File: src/rtl/move_tick_gen.sv
// Frame-paced step strobe generator for enemy movement, with a free-running
// Galois LFSR supplying the direction nibble sampled at each step.
module move_tick_gen #(
  parameter int          BASE_FRAMES = 4,
  parameter int          MIN_FRAMES  = 1,
  parameter logic [15:0] LFSR_INIT   = 16'hACE1
) (
  input  logic        CLK,
  input  logic        RESETn,
  input  logic        enable,
  input  logic        start_of_frame,
  input  logic [2:0]  level,
  input  logic        seed_load,
  input  logic [15:0] seed,
  output logic        timer_done,
  output logic [3:0]  random,
  output logic [7:0]  tick_count,
  output logic        busy
);

  localparam logic [15:0] LFSR_MASK    = 16'hB400;
  localparam logic [7:0]  RESET_PERIOD =
    8'((BASE_FRAMES > MIN_FRAMES) ? BASE_FRAMES : MIN_FRAMES);

  typedef enum logic [1:0] {IDLE, ARMED, RUN} state_t;

  state_t      state_q;
  logic [15:0] lfsr_q, lfsr_d;
  logic [7:0]  frame_cnt_q;
  logic [7:0]  eff_period_q;
  logic        sof_q;
  logic        sof_rise;
  logic        timer_done_q;
  logic [3:0]  random_q;
  logic [7:0]  tick_count_q;
  logic        busy_q;

  // Signed difference so a high level clamps to MIN_FRAMES instead of wrapping.
  function automatic logic [7:0] period_for(input logic [2:0] lvl);
    int diff;
    diff = BASE_FRAMES - int'(lvl);
    if (diff < MIN_FRAMES) diff = MIN_FRAMES;
    return diff[7:0];
  endfunction

  function automatic logic [15:0] galois_next(input logic [15:0] v);
    return {1'b0, v[15:1]} ^ (v[0] ? LFSR_MASK : 16'h0000);
  endfunction

  assign sof_rise = start_of_frame & ~sof_q;
  assign lfsr_d   = seed_load ? ((seed == 16'h0000) ? LFSR_INIT : seed)
                              : galois_next(lfsr_q);

  always_ff @(posedge CLK or negedge RESETn) begin
    if (!RESETn) begin
      state_q      <= IDLE;
      lfsr_q       <= LFSR_INIT;
      frame_cnt_q  <= '0;
      eff_period_q <= RESET_PERIOD;
      sof_q        <= 1'b0;
      timer_done_q <= 1'b0;
      random_q     <= '0;
      tick_count_q <= '0;
      busy_q       <= 1'b0;
    end else begin
      sof_q        <= start_of_frame;
      lfsr_q       <= lfsr_d;
      timer_done_q <= 1'b0;
      case (state_q)
        IDLE: begin
          busy_q      <= 1'b0;
          frame_cnt_q <= '0;
          if (enable) state_q <= ARMED;
        end
        ARMED: begin
          if (!enable) begin
            state_q     <= IDLE;
            frame_cnt_q <= '0;
          end else if (sof_rise) begin
            // The first frame only aligns the count; it never strobes.
            state_q      <= RUN;
            busy_q       <= 1'b1;
            frame_cnt_q  <= '0;
            eff_period_q <= period_for(level);
          end
        end
        RUN: begin
          if (!enable) begin
            state_q     <= IDLE;
            busy_q      <= 1'b0;
            frame_cnt_q <= '0;
          end else if (sof_rise) begin
            if (frame_cnt_q == eff_period_q - 8'd1) begin
              frame_cnt_q  <= '0;
              eff_period_q <= period_for(level);
              timer_done_q <= 1'b1;
              random_q     <= lfsr_q[3:0];
              tick_count_q <= tick_count_q + 8'd1;
            end else begin
              frame_cnt_q <= frame_cnt_q + 8'd1;
            end
          end
        end
        default: begin
          state_q <= IDLE;
          busy_q  <= 1'b0;
        end
      endcase
    end
  end

  assign timer_done = timer_done_q;
  assign random     = random_q;
  assign tick_count = tick_count_q;
  assign busy       = busy_q;

endmodule

File: config.mk
export PLATFORM = sky130hd
export DESIGN_NAME = move_tick_gen
export DESIGN_NICKNAME = d
export VERILOG_FILES = /design/src/rtl/move_tick_gen.sv
export SDC_FILE = /design/constraint.sdc
export NUM_CORES = 1
export LEC_CHECK = 0
export ABC_AREA = 1
export CORE_MARGIN = 1
export CORE_UTILIZATION = 50
export CTS_CLUSTER_SIZE = 12
export DETAILED_ROUTE_END_ITERATION = 7
export GPL_TIMING_DRIVEN = 0
export PLACE_DENSITY = 0.83
export SYNTH_ARGS = -nofsm -noshare
export SYNTH_HDL_FRONTEND = slang
export SYNTH_SLANG_ARGS = --single-unit
export TNS_END_PERCENT = 100
File: constraint.sdc
create_clock -name CLK -period 5.2 [get_ports CLK]
set_input_delay 1.04 -clock CLK [delete_from_list [all_inputs] [get_ports CLK]]
set_output_delay 1.04 -clock CLK [all_outputs]
set_load 0.05 [all_outputs]
After elaboration in Yosys (flattened, before gate mapping). Cells that the tools add are included.

Add/subtract/negate cells: 4. Magnitude comparators: 1. Equality and inequality tests: 12. Mux-type cells: 29. Bitwise logic cells: 3. Reductions and logical operators: 9.

Operators by type and width (count): $mux 8 (11); $mux 16 (3); $pmux 8 s3 (1); $add 8x1->8 const B (2); $logic_not 16->1 (1); $pmux 8 s2 (1); $xor 15x16->16 (1); $ne 2x2->1 const B (7); $reduce_and 3->1 (3); $eq 8x8->1 (1); $mux 2 (4); $sub 8x1->8 const B (1); $mux 1 (7); $ne 3x3->1 const B (2); $pmux 2 s3 (1); $reduce_and 6->1 (1); $lt 4x2->1 const B (1); $reduce_and 4->1 (1); $sub 3x3->4 const A (1); $reduce_bool 3->1 (1); $eq 2x1->1 const B (1); $eq 2x2->1 const B (1); $logic_not 2->1 (1); $pmux 1 s2 (1); other kinds (3) (3).

Bits in registers: 49. Input bits: 24. Output and inout bits: 14.

Longest topological paths before layout. Gate-level depths: netlist of the first run.

Depth in word-level cells: 7. Gate-level depth with buffers: 15.

Worst setup path after synthesis of the first run. Ideal clock, no wire load.

Kind: input to register. From: input level[0]. To: register eff_period_q[1]. Setup time: 0.066 ns. Data arrival time: 1.852 ns. Data required time: 5.134 ns. Setup slack: 3.282 ns. Stages on the path: 8. Buffers on the path: 0. Cells stage by stage: inv_1 > ha_1 > inv_1 > nor2_1 > ha_1 > nor2_1 > nand3_1 > nand2_1.

Cells in the longest elaborated chain, start to end: 7.

Ends and longest elaborated chain: from (decl) (RTL line 12) `input logic [2:0] level,`; $sub 3x3->4 (*) (RTL line 41) `diff = BASE_FRAMES - int'(lvl);`; $lt 4x2->1 (RTL line 42) `if (diff < MIN_FRAMES) diff = MIN_FRAMES;`; $mux 8 (*) (RTL line 42); $mux 8 (RTL line 93) `if (frame_cnt_q == eff_period_q - 8'd1) begin`; $mux 8 (RTL line 92) `end else if (sof_rise) begin`; $mux 8 (RTL line 88) `if (!enable) begin`; $pmux 8 s2 (*) (RTL line 69) `case (state_q)`; to (signal assigned) (RTL line 84) `eff_period_q <= period_for(level);`; to (signal assigned) (RTL line 95) `eff_period_q <= period_for(level);`; to (decl) (RTL line 30) `logic [7:0] eff_period_q;`.

Every way passes the cells marked *; elsewhere a longest branch is shown, timed or not. The select of a mux whose other input is x is not followed. A chain may end at the register's enable or synchronous reset.

Final worst setup path of the first run.
From: register tick_count_q[2] (netlist: tick_count[2]). To: output tick_count[2].

RTL lines: from (decl) (RTL line 35) `logic [7:0] tick_count_q;`; from (signal assigned) (RTL line 98) `tick_count_q <= tick_count_q + 8'd1;`; to (decl) (RTL line 17) `output logic [7:0] tick_count,`.

No word-level cell between the ends.

==> results.ini, run 1 <==
[synth]
yosysWarningCount=0
avgSynthCellArea_um2=7.64
synth_top_area_share_pct=35.1
synth-main-ff-cell=sky130_fd_sc_hd__dfrtp_1
synth_top_cells_by_area=sky130_fd_sc_hd__dfrtp_1 (35%), sky130_fd_sc_hd__nand2_1 (15%), sky130_fd_sc_hd__dfstp_2 (9.2%)
synthesis.nets=366
synth-edff-count=0
mappedNetlistArea_um2=2570
syn_inst=336
most_numerous_cell_types_in_the_synthesized_netlist=sky130_fd_sc_hd__nand2_1 (101), sky130_fd_sc_hd__inv_1 (37), sky130_fd_sc_hd__dfrtp_1 (36)
asyncSetResetFlopFracSynth_pct=100
synth.distinct_cells=30
ys_ff_latch=45
netlist.top_cell.by_area=sky130_fd_sc_hd__dfrtp_1
synth_seq_area_share_pct=44.3
synth_most_common_cell=sky130_fd_sc_hd__nand2_1

[grt]
grt_antenna_before_repair=0
grt_use_total_pct=21.9
pin_count_of_the_biggest_net_entering_global_routing=34
gr-total-overflow=0
grt_first_pass_wirelength_mm=9.15
first_global_vias=2151

[cells_and_area]
finish.instance_area_um2=3130
antenna_cells=0
layout-area-overhead-vs-synth_pct=22.1
multi_input_area_um2=1220
n_fill_cell=448
seqCellArea_um2=1140
final_util_pct=65.1
total_number_of_nets_in_the_final_design=411
drive_above_1_share_pct=15.2

[timing]
hold_ws_ns=0.461
timing.setup.tns_ns=0
final-setup-viol-count=0
worst_clock_skew_ns=0.00792
unrepaired_setup_endpoints_after_global_routing=false
final-max-slew-violation-count=0
slew_of_the_pin_with_the_lowest_slew_margin_ns=0.501
worst_slew_margin_rel_pct=66.5
fmaxAchievable_ghz=0.379
final_critical_period_ns=2.64
final_hold_viol_count=0
min_period_over_period_pct=50.7

[clocking]
clock_tree_from_tritoncts=done
clk_pin_slew_ns=0.09
cts.sink_count=45
cts_hold_repair.buffers=0
cts_inserted_buffers=5
clkLatencyLatePin_ns=0.31
ctsResizeCount=0
clock_root_cell=sky130_fd_sc_hd__clkbuf_8
h-tree-depth=2
postCtsSetupRepairBufs=0
ctsLongestPathBuffers=2

[placement]
place.detailed.hpwl_mm=4.04
placedInstanceArea_um2=3040
gp_congestion=0.833
port_buffers=37

[floorplanning]
dieArea_um2=5430
start_util_pct=53.3
io_pins=38
floorplan.rows=25
die_h_um=73.7
chipWidth_um=73.7
floorplan.core_area_um2=4820

[route]
totalWireLength_mm=5.12
postRouteAntennaNets=0
firstDrtPassIters=4
detail_route.vias_per_cell=4.98
detail_route.wl_per_cell_um=11.4
via_count=2237
drt_iter0_drc=163
drt_drc_violations_left=0

[power_and_ir_drop]
ir_drop_v=0.000133
p_per_area_nw_per_um2=280
total_leakage_power_nw=1.52

[run_status]
status=completed

[worst_setup_path]
critical_path_required_ns=4.16
critical-path-top-delay-family=buffers and inverters
critical_path.max_fanout=6
crit_path_max_incr_delay_ns=0.84
timing.critical_path.slowest_stage_cell=sky130_fd_sc_hd__clkdlybuf4s50_1
path_class=reg -> out
cp_num_buf_inv=1
cp-start-kind=register
worstSetupEndpointType=output pin
worstPathCellList=clkdlybuf4s50_1
arrival_ns=1.60

[flow_run]
max_cap_violations=0

[worst_hold_path]
worstHoldPathType=reg -> reg

[state kept, by name, indices dropped and copies added (netlist names)]
register,cells
lfsr_q,16
frame_cnt_q,8
tick_count,8
eff_period_q,4
random,4
state_q,2
busy,1
sof_q,1
timer_done,1
[placed cells by master, fill, tap and decap left out, types with 8 or more instances in the layout]
cell                              instances
sky130_fd_sc_hd__a21oi_1                  8
sky130_fd_sc_hd__dfrtp_1                 36
sky130_fd_sc_hd__inv_1                   37
sky130_fd_sc_hd__dfstp_2                  9
sky130_fd_sc_hd__nand3_1                 24
sky130_fd_sc_hd__inv_2                   11
sky130_fd_sc_hd__nor2_1                  35
sky130_fd_sc_hd__nand2_1                101
sky130_fd_sc_hd__o21ai_0                  8
sky130_fd_sc_hd__clkdlybuf4s50_1         36
[per-stage QoR]
stage               total power [mW]  cells  worst slack, ns
floorplan                      0.578    336             3.28
global placement               0.633    440             1.88
detailed placement             0.646    441             2.59
CTS                            0.887    449             2.55
global route                   0.936    449             2.51
finish                         0.876    449             2.56
[final cells by class]
cell class | instances | area share [%]
repair buffers | 38 | 12.3
flip-flops and latches | 45 | 36.3
multi-input cells | 238 | 39.0
clock buffers | 5 | 2.20
inverters | 49 | 5.87
clock inverters | 3 | 0.918
well taps | 67 | 2.67
plain buffers | 4 | 0.758
[worst paths after layout]
check	cells after the start	end	startpoint	slack [ns]
min reg2reg	2	lfsr_q[8]	lfsr_q[9]	0.46
max in group asynchronous	2	lfsr_q[10]	RESETn	4.03
min in group asynchronous	1	frame_cnt_q[3]	RESETn	0.61
max reg2reg	13	eff_period_q[1]	eff_period_q[2]	3.09
max	1	tick_count[2]	tick_count[2]	2.56
min	2	lfsr_q[8]	lfsr_q[9]	0.46
[report_power, final]
group	internal, mW	switching, mW
sequential	0.377	0.0162
combinational	0.0939	0.151
clock	0.102	0.137
total	0.573	0.304
[logic make-up (layout without fill, tap and decap cells)]
kind of cell / count (synthesis) / in the layout / synth area share (%)
compound gates: 26 / 26 / 6.09
flops: 45 / 45 / 44.3
simple gates: 194 / 194 / 34.5
xor+xnor: 12 / 12 / 4.09
fa+ha+maj: 6 / 6 / 2.92
buf+inv: 53 / 99 / 8.09
[routing by layer]
metal / up-vias / track usage (%) / share of wire (%)
met2: 57 / 37.1 / 48
met1: 1034 / 28.2 / 47
li1: 1140 / - / -
met3: 6 / 4.39 / 4.5
met4: 0 / 6.62 / 1.0
met5: - / 0 / 0
(Power assumes the default switching activity.)
==> run 2, diff against run 1 <==
==> constraint.sdc (replaced) <==
create_clock -name CLK -period 2.65 [get_ports CLK]
set_input_delay 0.53 -clock CLK [delete_from_list [all_inputs] [get_ports CLK]]
set_output_delay 0.53 -clock CLK [all_outputs]
set_load 0.05 [all_outputs]
==> results of run 2 <==
Same layout as run 1 (identical final DEF). Status: completed.
Main changes from that run: setup slack after placement 2.59 ns -> 0.537 ns; clock-pin slew on the worst setup and hold paths 0.09 ns -> 0.10 ns; setup slack after layout 2.56 ns -> 0.522 ns; hold slack 0.461 ns -> 0.105 ns; register-to-register setup slack 3.09 ns -> 0.54 ns; total power 0.876 mW -> 1.72 mW; worst IR drop on VDD 0.000133 V -> 0.000261 V
